===== src/rtl/int_multiplier_pipe.sv =====
// ---------------------------------------------------------------------------
// int_multiplier_pipe
//
// Fully pipelined unsigned multiplier, A_WIDTH x B_WIDTH -> A_WIDTH+B_WIDTH.
// Operand b is cut into 17-bit chunks. Tile k multiplies a by chunk k and
// adds the upper bits (>> 17) of tile k-1's product. The low 17 bits that
// each tile retires are delayed until the last tile finishes, where the
// full-width product is assembled. A valid/tag sideband runs alongside the
// data, en stalls every register, and OUT_REG adds one output register.
//
// Parameters
//   A_WIDTH   width of a (1..26)
//   B_WIDTH   width of b (1..170)
//   TAG_WIDTH width of the sideband tag
//   OUT_REG   1 = register result/out_valid/out_tag once more
//
// Ports
//   clk        clock, rising edge
//   rst        synchronous active-high reset (priority over en)
//   en         pipeline advance enable; 0 = every register holds
//   in_valid   operands valid (sampled only when en=1)
//   a, b       unsigned operands
//   in_tag     sideband returned with the result
//   out_valid  result/out_tag valid
//   result     a*b, exact
//   out_tag    tag of the operands that produced result
//
// Latency: NUM_CHUNKS + OUT_REG enabled edges, counting the sampling edge.
// ---------------------------------------------------------------------------
module int_multiplier_pipe #(
    parameter int A_WIDTH   = 24,
    parameter int B_WIDTH   = 34,
    parameter int TAG_WIDTH = 8,
    parameter int OUT_REG   = 0
) (
    input  logic                       clk,
    input  logic                       rst,
    input  logic                       en,
    input  logic                       in_valid,
    input  logic [A_WIDTH-1:0]         a,
    input  logic [B_WIDTH-1:0]         b,
    input  logic [TAG_WIDTH-1:0]       in_tag,
    output logic                       out_valid,
    output logic [A_WIDTH+B_WIDTH-1:0] result,
    output logic [TAG_WIDTH-1:0]       out_tag
);

    localparam int NUM_CHUNKS = (B_WIDTH + 16) / 17;
    localparam int LATENCY    = NUM_CHUNKS + OUT_REG;
    localparam int BX_WIDTH   = 17 * NUM_CHUNKS;
    localparam int P_WIDTH    = A_WIDTH + 18;
    // Meaningful bits of the last tile's product inside the final result.
    localparam int TOP_WIDTH  = A_WIDTH + B_WIDTH - 17 * (NUM_CHUNKS - 1);

    if (A_WIDTH > 26 || A_WIDTH < 1 || B_WIDTH < 1) begin : g_param_check
        $error("int_multiplier_pipe: illegal A_WIDTH=%0d / B_WIDTH=%0d (LATENCY=%0d)",
               A_WIDTH, B_WIDTH, LATENCY);
    end

    logic [BX_WIDTH-1:0]  b_ext;
    logic [A_WIDTH-1:0]   a_dly     [NUM_CHUNKS];
    logic [BX_WIDTH-1:0]  b_dly     [NUM_CHUNKS];
    logic [P_WIDTH-1:0]   mac       [NUM_CHUNKS];
    logic [P_WIDTH-1:0]   p_stage   [NUM_CHUNKS];
    logic [16:0]          low_dly   [NUM_CHUNKS][NUM_CHUNKS];
    logic                 valid_dly [NUM_CHUNKS];
    logic [TAG_WIDTH-1:0] tag_dly   [NUM_CHUNKS];
    logic [A_WIDTH+B_WIDTH-1:0] product;

    // Zero-extend b so the top chunk may be partial.
    assign b_ext = BX_WIDTH'(b);

    // Per-tile multiply-accumulate. Tile 0 uses the live operands; tile k
    // uses copies delayed by k cycles so it meets tile k-1's product.
    for (genvar k = 0; k < NUM_CHUNKS; k++) begin : g_tile
        if (k == 0) begin : g_first
            assign mac[k] = P_WIDTH'(a) * P_WIDTH'(b_ext[16:0]);
        end else begin : g_next
            assign mac[k] = P_WIDTH'(a_dly[k-1]) * P_WIDTH'(b_dly[k-1][17*k +: 17])
                          + (p_stage[k-1] >> 17);
        end
    end

    always_ff @(posedge clk) begin
        if (rst) begin
            // NOTE: the data path is reset as well as the sideband so that
            // result reads 0 after reset without any output gating.
            for (int k = 0; k < NUM_CHUNKS; k++) begin
                a_dly[k]     <= '0;
                b_dly[k]     <= '0;
                p_stage[k]   <= '0;
                valid_dly[k] <= 1'b0;
                tag_dly[k]   <= '0;
                for (int d = 0; d < NUM_CHUNKS; d++) begin
                    low_dly[k][d] <= '0;
                end
            end
        end else if (en) begin
            // NOTE: non-blocking assignments make every stage sample the
            // previous stage's old value, which is what keeps the shift
            // registers below order-independent.
            a_dly[0]     <= a;
            b_dly[0]     <= b_ext;
            valid_dly[0] <= in_valid;
            tag_dly[0]   <= in_tag;
            for (int k = 1; k < NUM_CHUNKS; k++) begin
                a_dly[k]     <= a_dly[k-1];
                b_dly[k]     <= b_dly[k-1];
                valid_dly[k] <= valid_dly[k-1];
                tag_dly[k]   <= tag_dly[k-1];
            end
            for (int k = 0; k < NUM_CHUNKS; k++) begin
                p_stage[k]    <= mac[k];
                low_dly[k][0] <= p_stage[k][16:0];
                for (int d = NUM_CHUNKS - 1; d > 0; d--) begin
                    low_dly[k][d] <= low_dly[k][d-1];
                end
            end
        end
    end

    // Tile k's low slice is ready one edge after P_k, and needs
    // NUM_CHUNKS-1-k edges in total to line up with P_{N-1}: tap N-2-k.
    for (genvar k = 0; k < NUM_CHUNKS - 1; k++) begin : g_low
        assign product[17*k +: 17] = low_dly[k][NUM_CHUNKS-2-k];
    end
    assign product[A_WIDTH+B_WIDTH-1 -: TOP_WIDTH] = p_stage[NUM_CHUNKS-1][TOP_WIDTH-1:0];

    if (OUT_REG != 0) begin : g_out_reg
        always_ff @(posedge clk) begin
            if (rst) begin
                out_valid <= 1'b0;
                result    <= '0;
                out_tag   <= '0;
            end else if (en) begin
                out_valid <= valid_dly[NUM_CHUNKS-1];
                result    <= product;
                out_tag   <= tag_dly[NUM_CHUNKS-1];
            end
        end
    end else begin : g_out_comb
        assign out_valid = valid_dly[NUM_CHUNKS-1];
        assign result    = product;
        assign out_tag   = tag_dly[NUM_CHUNKS-1];
    end

endmodule


===== config.mk =====
export PLATFORM = sky130hd
export DESIGN_NAME = int_multiplier_pipe
export DESIGN_NICKNAME = d
export VERILOG_FILES = /design/src/rtl/int_multiplier_pipe.sv
export SDC_FILE = /design/constraint.sdc
export NUM_CORES = 2
export LEC_CHECK = 0
export ABC_AREA = 1
export BUFFER_PORTS_ARGS = -buffer_cell sky130_fd_sc_hd__buf_4
export CORE_MARGIN = 2
export CORE_UTILIZATION = 54
export DETAILED_ROUTE_END_ITERATION = 10
export GPL_TIMING_DRIVEN = 0
export PLACE_DENSITY_LB_ADDON = 0.05
export SKIP_LAST_GASP = 1
export SLEW_MARGIN = 25
export SYNTH_ARGS = -nofsm -noshare
export SYNTH_HDL_FRONTEND = slang
export SYNTH_SLANG_ARGS = --single-unit

===== constraint.sdc =====
create_clock -name clk -period 8.92 [get_ports clk]
set_input_delay 1.784 -clock clk [delete_from_list [all_inputs] [get_ports clk]]
set_output_delay 1.784 -clock clk [all_outputs]
set_load 0.01 [all_outputs]

---- Yosys cells after proc, flatten, opt, wreduce, memory -nomap -nowiden ----
Memory sizes are Yosys's and may differ from the RTL's.
Cells that the tools add are included.
storage, ports and cells
  memories kept ........................... 6
  logic and storage cells ................. 42
  output and inout port bits .............. 67
  register bits after elaboration ......... 0
  RAM bits ................................ 286
memories
  name       words  width  rd ports  clocked after Yosys merged registers in  wr ports  RTL line  source
  p_stage    2      42     2         0                                        2         64        logic [P_WIDTH-1:0] p_stage [NUM_CHUNKS];
  b_dly      2      34     1         0                                        2         62        logic [BX_WIDTH-1:0] b_dly [NUM_CHUNKS];
  low_dly    2      34     2         0                                        2         65        logic [16:0] low_dly [NUM_CHUNKS][NUM_CHUNKS];
  a_dly      2      24     1         0                                        2         61        logic [A_WIDTH-1:0] a_dly [NUM_CHUNKS];
  tag_dly    2      8      2         0                                        2         67        logic [TAG_WIDTH-1:0] tag_dly [NUM_CHUNKS];
  valid_dly  2      1      2         0                                        2         66        logic valid_dly [NUM_CHUNKS];
cells by class
  add/subtract/negate cells ............... 1
  multipliers ............................. 2
  multiplexer cells ....................... 19
  bitwise logic cells ..................... 14
operators with widths
  operator                      count
  two-way mux 42 bit            2
  multiplier 24 x 17 -> 41 bit  2
  two-way mux 17 bit            4
  two-way mux 34 bit            2
  two-way mux 24 bit            2
  adder 41 x 25 -> 42 bit       1
  two-way mux 8 bit             2
  bitwise OR 1 bit              14
  two-way mux 1 bit             7

---- Logic depth before layout (Yosys ltp) ----
  word-level depth ........................ 4
  mapped depth ............................ 30
  depth with buffers taken out ............ 28

---- Worst setup path before layout ----
No wires, ideal clock.
  kind .................................... in2reg
  start point ............................. input a[13]
  end point ............................... memory p_stage[0][34] (netlist name), data pin
  cell stages on the path ................. 24
  path slack .............................. 1.935 ns
  arrival time ............................ 6.731 ns
  setup time .............................. 0.255 ns
  path through ............................ clkbuf_1 > buf_1 > nand2_1 > fa_1 > inv_1 > fa_1 > inv_1 > fa_1 > inv_1 > fa_1 > fa_1 > inv_1 > fa_1 > inv_1 > ha_1 > nand2_1 > inv_1 > nand2_1 > nor3_1 > nand2_1 > nand2_1 > nand2_1 > a21oi_1 > nor2_1
RTL lines
  item             RTL line  source
  start, declared  40        input logic [A_WIDTH-1:0] a,
  end, declared    64

==> flow_summary_export.csv <==
group,metric,value,unit
outcome,status,"completed",
floorplanning,ios,137,
finish,fillers,6287,
sta,period_share,87.3,%
synth,ys_seq_area_share,13.6,%
grt,grt_pass1_vias,28324,
drt,wl_per_cell,18.2,um
worst_setup_path,worst-setup-path-type,"in -> reg",
min_path,hp-class,"reg -> reg",
clock_tree,clock-sinks,158,
grt,grt_max_degree,51,
sta,setup_viol,0,
min_path,min_to,"low_dly[0][26]",
finish,area_growth,7.43,%
job,max_cap_violations,0,
worst_setup_path,cp.arrival,8.08,ns
floorplanning,core_area,0.0642,mm2
grt,grt_antenna_before_repair,0,
sta,period_needed,7.79,ns
clock_tree,post_cts_buffers,0,
clock_tree,ctsHoldBuffers,0,
sta,clock_skew,0.0215,ns
drt,num_vias,27319,
worst_setup_path,r2r_end,"p_stage[0][80]",
worst_setup_path,reg2reg_slack,2.00,ns
clock_tree,clkTransAtPathRegs,0.08,ns
drt,drt_first_pass_iters,6,
placed_design,dpl_cell_area,0.0370,mm2
grt,grt_pass1_wl,158000,um
synth,synth_cell_types,29,
grt,grt_use_total,31.5,%
clock_tree,post_cts_resized,0,
min_path,hold_depth,2,
synth,synth-seq-cells,158,
finish,drive_above_1_share,5.46,%
min_path,min-delay-start,"p_stage[0][9]",
synth,syn_area,0.0350,mm2
worst_setup_path,slowest_stage,"buf_1",
floorplanning,start_util,54.5,%
synth,post_synth.cell_area_avg,7.74,um2
worst_setup_path,worst-path-max-fanout,10,
finish,nets,5642,
placed_design,place_hpwl,86400,um
sta,final.setup.tns,0,ns
synth,synth_nets,5508,
sta,max_freq,0.128,GHz
sta,worst_pin_slew,1.05,ns
worst_setup_path,critPathMaxStageDelay,0.67,ns
drt,drtIter0Drc,1897,
worst_setup_path,worstReg2RegStart,"a_dly[0][9]",
worst_setup_path,critPathRequiredTime,9.21,ns
drt,routed_wl,101000,um
clock_tree,cts_tree,"built",
sta,slew_headroom,29.8,%
drt,routed_via_density,4.94,
synth,synthCells,4526,
sta,final-max-slew-violation-count,0,
clock_tree,worstSkewPairLatency,0.48,ns
floorplanning,die_area,0.0669,mm2
finish,final_area,0.0376,mm2
finish,final_util,58.6,%
drt,drc,0,
sta,rsz0062_at_grt,"no",
clock_tree,clockBufferDepth,2,
worst_setup_path,cp-start-kind,"input pin",
floorplanning,rows,93,
floorplanning,dieHeight,259,um
placed_design,gp_congestion,0.953,
finish,multi_input_comb_area,0.0237,mm2
drt,antenna_left,0,
synth,ys.warnings.count,0,
grt,grt_overflow,0,
worst_setup_path,setup.worst_path.end_class,"flop",
finish,n_antenna_cell,0,
floorplanning,die_x,259,um
finish,regArea,0.00474,mm2
clock_tree,htree_levels,4,
sta,finalHoldViolCount,0,
clock_tree,root_buffer,"clkbuf_16",
clock_tree,numCtsBuffers,17,
placed_design,io_buffers,112,
worst_setup_path,reg2reg_depth,24,
==> layout by cell type, fill, tap and decap left out <==
cell type,instances
inv_1,1451
nand2_1,1227
fa_1,682
nor2_1,258
ha_1,230
clkbuf_1,170
buf_4,162
edfxtp_1,158
a21oi_1,102
nand3_1,50
o21ai_0,48
nand2_2,20
clkbuf_16,17
nand3_2,12
o21bai_1,8
buf_1,7
inv_2,7
a21oi_2,7
xnor2_1,6
nor3_1,6
nor2_2,5
o21a_1,5
inv_8,5
a21o_1,4
inv_6,4
clkinv_8,4
buf_2,3
buf_16,3
nand3b_1,2
nand4_1,2
nor2_4,2
xor2_1,2
or2_4,1
nor3_2,1
inv_12,1
clkinvlp_4,1
==> cell type report <==
class | count | share of cell area [%]
Buffer | 230 | 2.80
Clock buffer | 17 | 1.13
Clock inverter | 15 | 0.479
Inverter | 1458 | 14.6
Multi-Input combinational cell | 2680 | 63.1
Sequential cell | 158 | 12.6
Tap cell | 855 | 2.84
Timing Repair Buffer | 115 | 2.46
==> metal layers <==
layer	wire length (um)	up-vias	share of wire (%)	GRT usage (%)
li1	-	12864	-	-
met1	41000	13396	41	40.3
met2	49300	855	49	54.4
met3	6210	204	6.2	4.24
met4	4380	0	4.3	12.6
met5	0	-	0	0
==> cell families (layout without fill, tap and decap cells) <==
kind of cell | after synthesis | count (layout) | synth area share, %
simple gates | 1586 | 1586 | 17.7
xor+xnor | 8 | 8 | 0.200
compound gates | 174 | 174 | 2.68
flops | 158 | 158 | 13.6
buf+inv | 1688 | 1835 | 18.6
fa+ha+maj | 912 | 912 | 47.2
==> through the flow <==
step / hold slack (ns) / setup slack [ns] / instances
floorplan: 0.519 / 1.93 / 4526
global placement: 0.521 / 0.712 / 5493
detailed placement: 0.535 / 0.662 / 5496
CTS: 0.551 / 1.15 / 5528
global route: 0.570 / 0.818 / 5528
finish: 0.550 / 1.13 / 5528
==> registers in the layout (all words and copies together) (netlist names) <==
name,count
b_dly,17
valid_dly,2
tag_dly,16
a_dly,24
p_stage,82
low_dly,17
==> worst max-delay path by stage <==
stage                from             end  slack, ns
finish              a[13]  p_stage[0][28]       1.13
global route        a[13]  p_stage[0][25]       0.82
CTS                 a[16]  p_stage[0][32]       1.15
detailed placement  a[16]  p_stage[0][32]       0.66
global placement    a[14]  p_stage[0][31]       0.71
floorplan           a[13]  p_stage[0][34]       1.93
==> critical path, delay by kind of cell <==
| kind | cells | cell delay (ns) |
|---|---|---|
| adders and majority gates | 7 | 3.44 |
| buffers and inverters | 8 | 1.54 |
| and+or+nand+nor | 10 | 1.11 |
| AOI/OAI and AO/OA | 1 | 0.18 |
==> synth_stat cells <==
cell | count | area share (%)
inv_1 | 1451 | 16
nand2_1 | 1227 | 13
fa_1 | 682 | 39
nor2_1 | 258 | 2.8
ha_1 | 230 | 8.2
clkbuf_1 | 170 | 1.8
edfxtp_1 | 158 | 14
a21oi_1 | 102 | 1.5
buf_4 | 50 | 1.1
nand3_1 | 50 | 0.71
o21ai_0 | 48 | 0.69
nand2_2 | 20 | 0.36
nand3_2 | 12 | 0.34
o21bai_1 | 8 | 0.17
a21oi_2 | 7 | 0.18
buf_1 | 7 | 0.075
inv_2 | 7 | 0.075
nor3_1 | 6 | 0.086
xnor2_1 | 6 | 0.15
nor2_2 | 5 | 0.089
o21a_1 | 5 | 0.11
a21o_1 | 4 | 0.086
buf_2 | 3 | 0.043
nand3b_1 | 2 | 0.043
nand4_1 | 2 | 0.036
nor2_4 | 2 | 0.064
xor2_1 | 2 | 0.050
nor3_2 | 1 | 0.029
or2_2 | 1 | 0.018
Power is not shown: default switching activity piles up to over one toggle a cycle in this logic, so the estimate is an artifact.
